File: src/rtl/ts_packet_arbiter_if.sv
// rtl/ts_packet_arbiter_if.sv - channel/FIFO signal bundle for the four-channel TS packet arbiter
interface ts_packet_arbiter_if #(
    parameter int DATA_WIDTH = 8
);
    logic [3:0]            ch_pkt_ready;
    logic [7:0]            weight;
    logic [DATA_WIDTH-1:0] mux_data;
    logic                  fifo_full;
    logic [1:0]            mux_ctrl;
    logic [3:0]            ch_rd_en;
    logic                  fifo_wr_en;
    logic                  pkt_start;
    logic                  pkt_end;
    logic                  sync_err;
    logic                  busy;

    modport master (
        input  ch_pkt_ready, weight, mux_data, fifo_full,
        output mux_ctrl, ch_rd_en, fifo_wr_en, pkt_start, pkt_end, sync_err, busy
    );

    modport slave (
        output ch_pkt_ready, weight, mux_data, fifo_full,
        input  mux_ctrl, ch_rd_en, fifo_wr_en, pkt_start, pkt_end, sync_err, busy
    );
endinterface

File: src/rtl/ts_packet_arbiter.sv
// rtl/ts_packet_arbiter.sv - packet-aligned weighted round-robin scheduler for the 4-channel TS mux
module ts_packet_arbiter #(
    parameter int                    DATA_WIDTH = 8,
    parameter int                    PKT_LEN    = 188,
    parameter logic [DATA_WIDTH-1:0] SYNC_BYTE  = 8'h47
) (
    input logic                 clk,
    input logic                 rst,
    ts_packet_arbiter_if.master bus
);
    localparam int CW = $clog2(PKT_LEN);

    typedef enum logic [1:0] {ARB = 2'd0, GRANT = 2'd1, XFER = 2'd2} state_t;

    state_t        state_q, state_d;
    logic [1:0]    cur_q, cur_d;
    logic [1:0]    mux_ctrl_q, mux_ctrl_d;
    logic [2:0]    credit_q, credit_d;
    logic [CW-1:0] byte_cnt_q, byte_cnt_d;

    logic       grant_found;
    logic       grant_reload;
    logic [1:0] grant_ch;
    logic [1:0] cand;
    logic [1:0] weight_sel;
    logic       wr;
    logic       last_byte;

    // Keep granting the current channel while it has credit; otherwise scan
    // cur+1..cur+4 so the current channel is considered last.
    always_comb begin
        grant_found  = 1'b0;
        grant_reload = 1'b0;
        grant_ch     = cur_q;
        cand         = cur_q;
        if (credit_q != 3'd0 && bus.ch_pkt_ready[cur_q]) begin
            grant_found = 1'b1;
        end else begin
            for (int k = 1; k <= 4; k++) begin
                cand = cur_q + 2'(k);
                if (!grant_found && bus.ch_pkt_ready[cand]) begin
                    grant_found  = 1'b1;
                    grant_reload = 1'b1;
                    grant_ch     = cand;
                end
            end
        end
        weight_sel = bus.weight[{grant_ch, 1'b0} +: 2];
    end

    assign wr        = (state_q == XFER) && !bus.fifo_full;
    assign last_byte = (byte_cnt_q == CW'(PKT_LEN - 1));

    always_ff @(posedge clk) begin
        if (rst) begin
            state_q    <= ARB;
            cur_q      <= 2'd3;
            mux_ctrl_q <= 2'd0;
            credit_q   <= 3'd0;
            byte_cnt_q <= '0;
        end else begin
            state_q    <= state_d;
            cur_q      <= cur_d;
            mux_ctrl_q <= mux_ctrl_d;
            credit_q   <= credit_d;
            byte_cnt_q <= byte_cnt_d;
        end
    end

    always_comb begin
        state_d    = state_q;
        cur_d      = cur_q;
        mux_ctrl_d = mux_ctrl_q;
        credit_d   = credit_q;
        byte_cnt_d = byte_cnt_q;
        case (state_q)
            ARB: begin
                if (grant_found) begin
                    state_d    = GRANT;
                    cur_d      = grant_ch;
                    mux_ctrl_d = grant_ch;
                    if (grant_reload) begin
                        credit_d = 3'(weight_sel) + 3'd1;
                    end
                end else begin
                    credit_d = 3'd0;
                end
            end
            GRANT: begin
                byte_cnt_d = '0;
                state_d    = XFER;
            end
            XFER: begin
                if (wr) begin
                    if (last_byte) begin
                        byte_cnt_d = '0;
                        credit_d   = credit_q - 3'd1;
                        state_d    = ARB;
                    end else begin
                        byte_cnt_d = byte_cnt_q + CW'(1);
                    end
                end
            end
            default: state_d = ARB;
        endcase
    end

    always_comb begin
        bus.mux_ctrl   = mux_ctrl_q;
        bus.pkt_start  = (state_q == GRANT);
        bus.busy       = (state_q != ARB);
        bus.fifo_wr_en = wr;
        bus.ch_rd_en   = wr ? (4'b0001 << mux_ctrl_q) : 4'b0000;
        bus.pkt_end    = wr && last_byte;
        bus.sync_err   = wr && (byte_cnt_q == '0) && (bus.mux_data != SYNC_BYTE);
    end
endmodule

File: src/flat_wrapper.sv
// flat-port wrapper written by rule: the top's interface ports become plain ports
module ts_packet_arbiter_flat 
#(
    parameter int                    DATA_WIDTH = 8,
    parameter int                    PKT_LEN    = 188,
    parameter logic [DATA_WIDTH-1:0] SYNC_BYTE  = 8'h47
)
  (clk, rst, bus_ch_pkt_ready, bus_weight, bus_mux_data, bus_fifo_full, bus_mux_ctrl, bus_ch_rd_en, bus_fifo_wr_en, bus_pkt_start, bus_pkt_end, bus_sync_err, bus_busy);
  ts_packet_arbiter_if #(.DATA_WIDTH(DATA_WIDTH)) bus_i ();
  input logic clk;
  input logic rst;
  input wire logic [$bits(bus_i.ch_pkt_ready)-1:0] bus_ch_pkt_ready;
  input wire logic [$bits(bus_i.weight)-1:0] bus_weight;
  input wire logic [$bits(bus_i.mux_data)-1:0] bus_mux_data;
  input wire logic [$bits(bus_i.fifo_full)-1:0] bus_fifo_full;
  output wire logic [$bits(bus_i.mux_ctrl)-1:0] bus_mux_ctrl;
  output wire logic [$bits(bus_i.ch_rd_en)-1:0] bus_ch_rd_en;
  output wire logic [$bits(bus_i.fifo_wr_en)-1:0] bus_fifo_wr_en;
  output wire logic [$bits(bus_i.pkt_start)-1:0] bus_pkt_start;
  output wire logic [$bits(bus_i.pkt_end)-1:0] bus_pkt_end;
  output wire logic [$bits(bus_i.sync_err)-1:0] bus_sync_err;
  output wire logic [$bits(bus_i.busy)-1:0] bus_busy;
  assign bus_i.ch_pkt_ready = bus_ch_pkt_ready;
  assign bus_i.weight = bus_weight;
  assign bus_i.mux_data = bus_mux_data;
  assign bus_i.fifo_full = bus_fifo_full;
  assign bus_mux_ctrl = bus_i.mux_ctrl;
  assign bus_ch_rd_en = bus_i.ch_rd_en;
  assign bus_fifo_wr_en = bus_i.fifo_wr_en;
  assign bus_pkt_start = bus_i.pkt_start;
  assign bus_pkt_end = bus_i.pkt_end;
  assign bus_sync_err = bus_i.sync_err;
  assign bus_busy = bus_i.busy;
  ts_packet_arbiter #(.DATA_WIDTH(DATA_WIDTH), .PKT_LEN(PKT_LEN), .SYNC_BYTE(SYNC_BYTE)) u_core (.clk(clk), .rst(rst), .bus(bus_i));
endmodule
File: config.mk
export PLATFORM = sky130hd
export DESIGN_NAME = ts_packet_arbiter_flat
export DESIGN_NICKNAME = d
export VERILOG_FILES = /design/src/rtl/ts_packet_arbiter_if.sv /design/src/rtl/ts_packet_arbiter.sv /design/src/flat_wrapper.sv
export SDC_FILE = /design/constraint.sdc
export NUM_CORES = 1
export LEC_CHECK = 0
export ABC_AREA = 1
export CAP_MARGIN = 5
export CORE_MARGIN = 1.5
export CORE_UTILIZATION = 54
export DETAILED_ROUTE_END_ITERATION = 7
export PLACE_DENSITY_LB_ADDON = 0.15
export REMOVE_ABC_BUFFERS = 1
export SKIP_LAST_GASP = 1
export SYNTH_ARGS = -nofsm -noshare
export SYNTH_HDL_FRONTEND = slang
export SYNTH_SLANG_ARGS = --single-unit
File: constraint.sdc
create_clock -name clk -period 4.25 [get_ports clk]
set_input_delay 0.6375 -clock clk [delete_from_list [all_inputs] [get_ports clk]]
set_output_delay 0.6375 -clock clk [all_outputs]
set_load 0.02 [all_outputs]
==> metrics.md, run 1 <==
| Metric | Value |
|---|---|
| Nets | ~290 |
| CP Data Arrival Time | 2.36 ns |
| Maximum fanout along the worst path | 7 |
| Rows | 18 |
| Buffers on Ports | 33 |
| Status | completed |
| Antenna Violating Nets Remaining | 0 |
| DR vias | about 1500 |
| Number of antenna violations at the first check in global routing | 0 |
| Busiest layer in global routing | met2 |
| Die extent in y | 54.8 um |
| Met1 usage | between 20 and 30% |
| Slew headroom | between 70% and 80% |
| Largest cells by area after synthesis | dfxtp_1 23%, nand2_1 14%, inv_1 11% |
| Fin util | around 72% |
| Unique masters post-synth | 30 |
| Most frequent CP cell | clkdlybuf4s50_1 |
| First-pass GRT wire length | approximately 5300 um |
| Vias/cell | between 5 and 6 |
| Longest Clk Path Bufs | 2 |
| Max incr delay on CP | between 0.6 and 0.7 ns |
| Endpoints failing setup | 0 |
| Reg2Reg Depth | 16 |
| Min-Delay Path Class | register to register |
| GR Util All Layers | a little under a quarter |
| Worst-path clk slew | around 0.11 ns |
| Pwr Density | roughly 630 nW/um^2 |
| Setup CP Type | input pin to output port |
| Yosys top cell area share | 23.5% |
| IO Pins | 34 |
| Yosys warns | 0 |
| Reg2reg start | u_core.cur_q[0]$_SDFFE_PP1P_ |
| Tightest Pin Transition | 0.411 ns |
| Post-layout min period | roughly 3 ns |
| Layout cells sized above 1 | ~14% |
| DRC Markers | 0 |
| Crit path from | bus_fifo_full |
| Grt met2 use | approximately 40% |
| Synthesized cell area | 1450 um^2 |
| Met3 Use GR | roughly 7.1% |
| Fin crit share | 70.6% |
| Max-cap viol count | 0 |
| Critical Path Start Type | input pin |
| Clock Latency Late Sink | ~0.30 ns |
| Top FF cell, synth | dfxtp_1 |
| Leak | a little under 0.9 nW |
| RSZ-0062 raised after global routing | false |
| Reg2reg setup slack | 1.89 ns |
| Asr flop ratio synth | 0% |
| Fmax | 0.333 GHz |
| Core box area | approximately 2500 um^2 |
| Count of final max-slew check failures | 0 |
| DRT iter0 DRCs | between 40 and 50 |
| Synth top cells by count | 53 x nand2_1, 43 x inv_1, 20 x nand2_2, 20 x nand3_1, 17 x dfxtp_1 |
| Root buffer cell | clkbuf_4 |
| CTS tree | yes |
| Critical-path cell list | clkdlybuf4s50_1, nor2_4, inv_1, nor4_1, clkdlybuf4s50_1 |
| P&R area growth vs syn | 24.8% |
| Die Footprint | between 3000 and 4000 um^2 |
| Avg Cell Area, Syn | about 6.3 um^2 |
| Number of global-route vias before repair | roughly 1400 |
| Crit path capture | bus_sync_err |
| Top-count cell post-synth | nand2_1 |
| Final Routed Wirelength | roughly 3100 um |
| Dpl hpwl | roughly 2600 um |
| Initial Utilization | 58.0% |
| Cell taking the most area after synthesis | dfxtp_1 |
| DRT Pass-1 Iters | 4 |
| DR WL/cell | approximately 11 um |
| Largest net degree at the start of global routing | 12 |
| Worst hold slack | around 0.53 ns |
| Post CTS Setup Buffer Count | 0 |
| CP max-delay cell | clkdlybuf4s50_1 |
| PnR Total Power | 1.15 mW |
| Gpl congestion | roughly 0.84 |
| FF-to-FF End | u_core.credit_q[1]$_SDFFE_PP0P_ |
| CP endpoint kind | output port |
| Fill cells | 229 |
| Ant diodes | 0 |
| VDD IR max | 0.607 mV |
| Hold Violations, Final | 0 |
| Hold_buf cts | 0 |
| Layout Skew | around 0.015 ns |
| Crit path required time | 3.61 ns |
| Number of H-tree levels | 1 |
| Clock buffer count from CTS | 3 |
| CTS Sinks | 17 |
| Setup tns final | 0 ns |
| Die span in x | roughly 55 um |
| Synth Instances | 232 |
| Number of flops mapped to enable cells by yosys | 0 |
| Sequential fraction of the synthesis area | about a quarter |
| Post-cts gate resize count | 0 |
| Global route overflow | 0 |
| Seq cells post-synth | 17 |
-- placed cells by master (no fill, tap or decap), drive strengths merged --
master	netlist	routed
xor2	1	1
a22oi	3	3
o21a	3	3
nand3	22	22
or2	3	3
dfxtp	17	17
ha	5	5
nor2	14	14
or4	1	1
clkdlybuf4s50	0	33
nand4	4	4
nand2	75	75
nor4	3	3
clkinvlp	0	1
a21oi	11	11
a41oi	1	1
clkbuf	0	3
inv	47	47
nor3	8	8
o21ai	5	5
o211ai	2	2
a31oi	2	2
a211oi	1	1
-- state kept, by name (all words and copies together) (netlist names) --
name	cells
u_core.byte_cnt_q	8
u_core.bus.mux_ctrl	2
u_core.credit_q	3
u_core.state_q	2
u_core.cur_q	2
-- worst min path at each step --
stage | from | end | slack [ns] | depth (start not counted)
2_1_floorplan | u_core.byte_cnt_q[1]$_SDFFE_PP0P_ | u_core.byte_cnt_q[1]$_SDFFE_PP0P_ | 0.46 | 2
3_3_place_gp | u_core.byte_cnt_q[1]$_SDFFE_PP0P_ | u_core.byte_cnt_q[1]$_SDFFE_PP0P_ | 0.50 | 2
3_5_place_dp | u_core.byte_cnt_q[1]$_SDFFE_PP0P_ | u_core.byte_cnt_q[1]$_SDFFE_PP0P_ | 0.51 | 2
4_1_cts | u_core.byte_cnt_q[1]$_SDFFE_PP0P_ | u_core.byte_cnt_q[1]$_SDFFE_PP0P_ | 0.52 | 2
5_1_grt | u_core.byte_cnt_q[1]$_SDFFE_PP0P_ | u_core.byte_cnt_q[1]$_SDFFE_PP0P_ | 0.54 | 2
6_report | u_core.byte_cnt_q[1]$_SDFFE_PP0P_ | u_core.byte_cnt_q[1]$_SDFFE_PP0P_ | 0.53 | 2
-- report_power, final --
| group | switching, mW | internal, mW | total (mW) |
|---|---|---|---|
| Sequential | 0.0434 | 0.195 | 0.239 |
| Clock | 0.0549 | 0.0358 | 0.0908 |
| Combinational | 0.510 | 0.306 | 0.817 |
| Total | 0.608 | 0.538 | 1.15 |
-- layer usage --
| layer | part of all wire (%) | wire [um] |
|---|---|---|
| met5 | 0 | 0 |
| met3 | 6.6 | 207 |
| met2 | 46 | 1430 |
| met1 | 47 | 1490 |
| met4 | 0.48 | 15 |
-- logic make-up after synthesis --
family                   share of synthesized area [%]
flip-flops                                        23.5
adder cells (fa/ha/maj)                           4.31
AO/OA/AOI/OAI                                     11.9
XOR/XNOR                                         0.604
AND/OR/NAND/NOR                                   45.0
buffers and inverters                             14.8
-- final cells by class --
type,count,area (um^2),share of cell area (%)
flip-flops and latches,17,340,18.8
clock inverters,1,7.51,0.415
multi-input cells,164,896,49.5
clock buffers,3,22.5,1.24
repair buffers,33,330,18.2
inverters,47,176,9.74
well taps,30,37.5,2.07
-- through the flow --
step / cells / area (um^2) / worst slack, ns
after floorplan: 228 / 1410 / 1.91
after global placement: 291 / 1780 / 1.32
after detailed placement: 291 / 1780 / 1.27
after CTS: 295 / 1810 / 1.26
after global routing: 295 / 1810 / 1.10
final: 295 / 1810 / 1.25
-- critical path, delay by kind of cell --
family,cells,cell delay [ns]
buf+inv,3,1.25
simple gates,2,0.48
(Power assumes the default switching activity.)
==> run 2, diff against run 1 <==
--- a/config.mk
+++ b/config.mk
@@ -8,7 +8,7 @@
 export ABC_AREA = 1
 export CAP_MARGIN = 5
 export CORE_MARGIN = 1.5
-export CORE_UTILIZATION = 54
+export CORE_UTILIZATION = 45
 export DETAILED_ROUTE_END_ITERATION = 7
 export PLACE_DENSITY_LB_ADDON = 0.15
 export REMOVE_ABC_BUFFERS = 1
==> constraint.sdc (replaced) <==
create_clock -name clk -period 2.61 [get_ports clk]
set_input_delay 0.3915 -clock clk [delete_from_list [all_inputs] [get_ports clk]]
set_output_delay 0.3915 -clock clk [all_outputs]
set_load 0.02 [all_outputs]
==> run 2 against run 1 <==
Effect of this change: total power is 65% higher; critical path depth increased by 1; utilization fell by 11 points; cell count grew 6.1%; clock skew shrank 0.0069 ns; via count is 1.8% lower; final area is 3.5% higher; sequential share of layout area down 0.63 points; largest power group unchanged.
==> metrics.md, run 2 (synthesis results as in run 1) <==
| Metric | Value |
|---|---|
| Status | completed |
| Tightest Pin Transition | ~0.43 ns |
| Fin crit share | 92.8% |
| Leak | 0.979 nW |
| Top reg by flops | u_core.byte_cnt_q |
| Post-route cell area | about 1900 um^2 |
| Hold Path Origin | u_core.byte_cnt_q[1]$_SDFFE_PP0P_ |
| RSZ-0062 raised after global routing | false |
| Max FFs per register | 8 |
| Longest Clk Path Bufs | 2 |
| Max-cap viol count | 0 |
| Gpl congestion | between 0.8 and 0.9 |
| Placed Area | ~1800 um^2 |
| VDD IR max | 0.715 mV |
| Metal1 wirelength | between 1500 and 2000 um |
| Number of antenna violations at the first check in global routing | 0 |
| Setup CP Type | register to output port |
| Number of global-route vias before repair | between 1000 and 1500 |
| Layout cells sized above 1 | between 10% and 20% |
| Worst-path clk slew | about 0.11 ns |
| Clock Latency Late Sink | 0.29 ns |
| Number of H-tree levels | 1 |
| DRT iter0 DRCs | 72 |
| Nets | 298 |
| Switch Pwr | around 1000 uW |
| Crit path required time | 2.22 ns |
| GR Util All Layers | a little under a fifth |
| Buffers on Ports | 33 |
| Antenna Violating Nets Remaining | 0 |
| Switching Fraction | a little over half |
| Ant diodes | 0 |
| DR top layer | met4 |
| Post-layout min period | approximately 2.4 ns |
| DR WL/cell | around 10 um |
| Reg2Reg Depth | 16 |
| Crit path from | u_core.byte_cnt_q[0]$_SDFFE_PP0P_ |
| Endpoints failing setup | 0 |
| Layout Skew | about 0.008 ns |
| Detail Route met3 WL | roughly 220 um |
| CTS tree | yes |
| DRT Pass-1 Iters | 4 |
| Pwr Density | 1010 nW/um^2 |
| DR vias | approximately 1500 |
| Count of final max-slew check failures | 0 |
| Most common cell after layout, fill and taps aside | nand2_1 |
| Worst hold path cell count | 2 |
| CP Data Arrival Time | around 2.0 ns |
| Maximum fanout along the worst path | 5 |
| P&R area growth vs syn | 29.2% |
| Die Footprint | 3570 um^2 |
| Initial Utilization | around 48% |
| CTS Sinks | 17 |
| Hold Violations, Final | 0 |
| Vias/cell | ~4.8 |
| DRC Markers | 0 |
| Fmax | approximately 0.41 GHz |
| Metal2 WL | approximately 1300 um |
| Setup tns final | 0 ns |
| Sequential power share | around a fifth |
| Combinational share of power | between 70% and 80% |
| Rows | 20 |
| Clk pwr share | 7.5% |
| Critical Path Start Type | register |
| Reg2reg start | u_core.cur_q[1]$_SDFFE_PP1P_ |
| Fin util | between 60% and 70% |
| Biggest regs | u_core.byte_cnt_q: 8 flops, u_core.credit_q: 3 flops |
| CP endpoint kind | output port |
| IO Pins | 34 |
| Die span in x | ~60 um |
| Global route overflow | 0 |
| Clock buffer count from CTS | 3 |
| Min-Delay Path Class | register to register |
| Final Routed Wirelength | 3120 um |
| Die extent in y | 59.8 um |
| Root buffer cell | clkbuf_4 |
| Dpl hpwl | about 2600 um |
| First-pass GRT wire length | ~5500 um |
| Slew headroom | 70.9% |
| Largest net degree at the start of global routing | 12 |
| Leading cell types in the layout, fill and taps excluded | 53 x nand2_1, 43 x inv_1, 28 x clkdlybuf4s50_1 |
| Core box area | a little over 3000 um^2 |
| Pint | 893 uW |
## run 2: cell count changes in the layout (fill, tap and decap cells not counted)
cell and change:
clkinvlp_4 -1, clkdlybuf4s50_1 -5, clkinv_2 +1, dlymetal6s2s_1 +5
nor3_2 +1, buf_4 +4, nor3_1 -1
## run 2: critical path: stages (launching register included)
cell,delay (ns)
dfxtp_1,0.41
ha_1,0.22
nand2_1,0.09
nor3_2,0.21
nand2_1,0.14
inv_1,0.08
clkdlybuf4s50_1,0.59
## run 2: power groups by stage
stage	clock network, mW	registers [mW]	logic (mW)
6_report	0.141	0.366	1.38
2_1_floorplan	0	0.388	1.03
3_5_place_dp	0	0.371	1.38
4_1_cts	0.146	0.365	1.39
3_3_place_gp	0	0.371	1.36
5_1_grt	0.159	0.378	1.59
## run 2: area by class of cell
class,count,area [um^2]
fill,301,1180
multi-input combinational,164,901
timing repair buffer,37,373
sequential,17,340
inverter,47,176
tap,44,55.1
clock buffer,3,22.5
clock inverter,1,5.00
## run 2: metal layers
metal / vias up / track usage [%]
met2: 40 / 29.2
met3: 2 / 2.16
met1: 650 / 29.0
met5: - / 0
met4: 0 / 3.81
li1: 810 / -
## run 2: worst paths after layout
| kind | end | slack (ns) |
|---|---|---|
| worst min register to register | u_core.byte_cnt_q[1]$_SDFFE_PP0P_ | 0.52 |
| worst min-delay path | u_core.byte_cnt_q[1]$_SDFFE_PP0P_ | 0.52 |
| worst max-delay path | bus_pkt_end | 0.19 |
| worst max register to register | u_core.credit_q[1]$_SDFFE_PP0P_ | 0.45 |
## run 2: through the flow
stage	setup slack (ns)	std cells	hold slack (ns)	total power, mW
6_report	0.189	313	0.522	1.89
5_1_grt	0.0348	313	0.566	2.13
4_1_cts	0.0734	313	0.523	1.90
3_5_place_dp	0.158	309	0.508	1.75
3_3_place_gp	0.188	309	0.497	1.73
2_1_floorplan	0.542	228	0.461	1.42
## run 2: repair_timing
action	4_1_cts	5_1_grt
buffers inserted	0	0
hold buffers	0	0
endpoints found under the setup margin	0	6
gates resized for setup	0	6
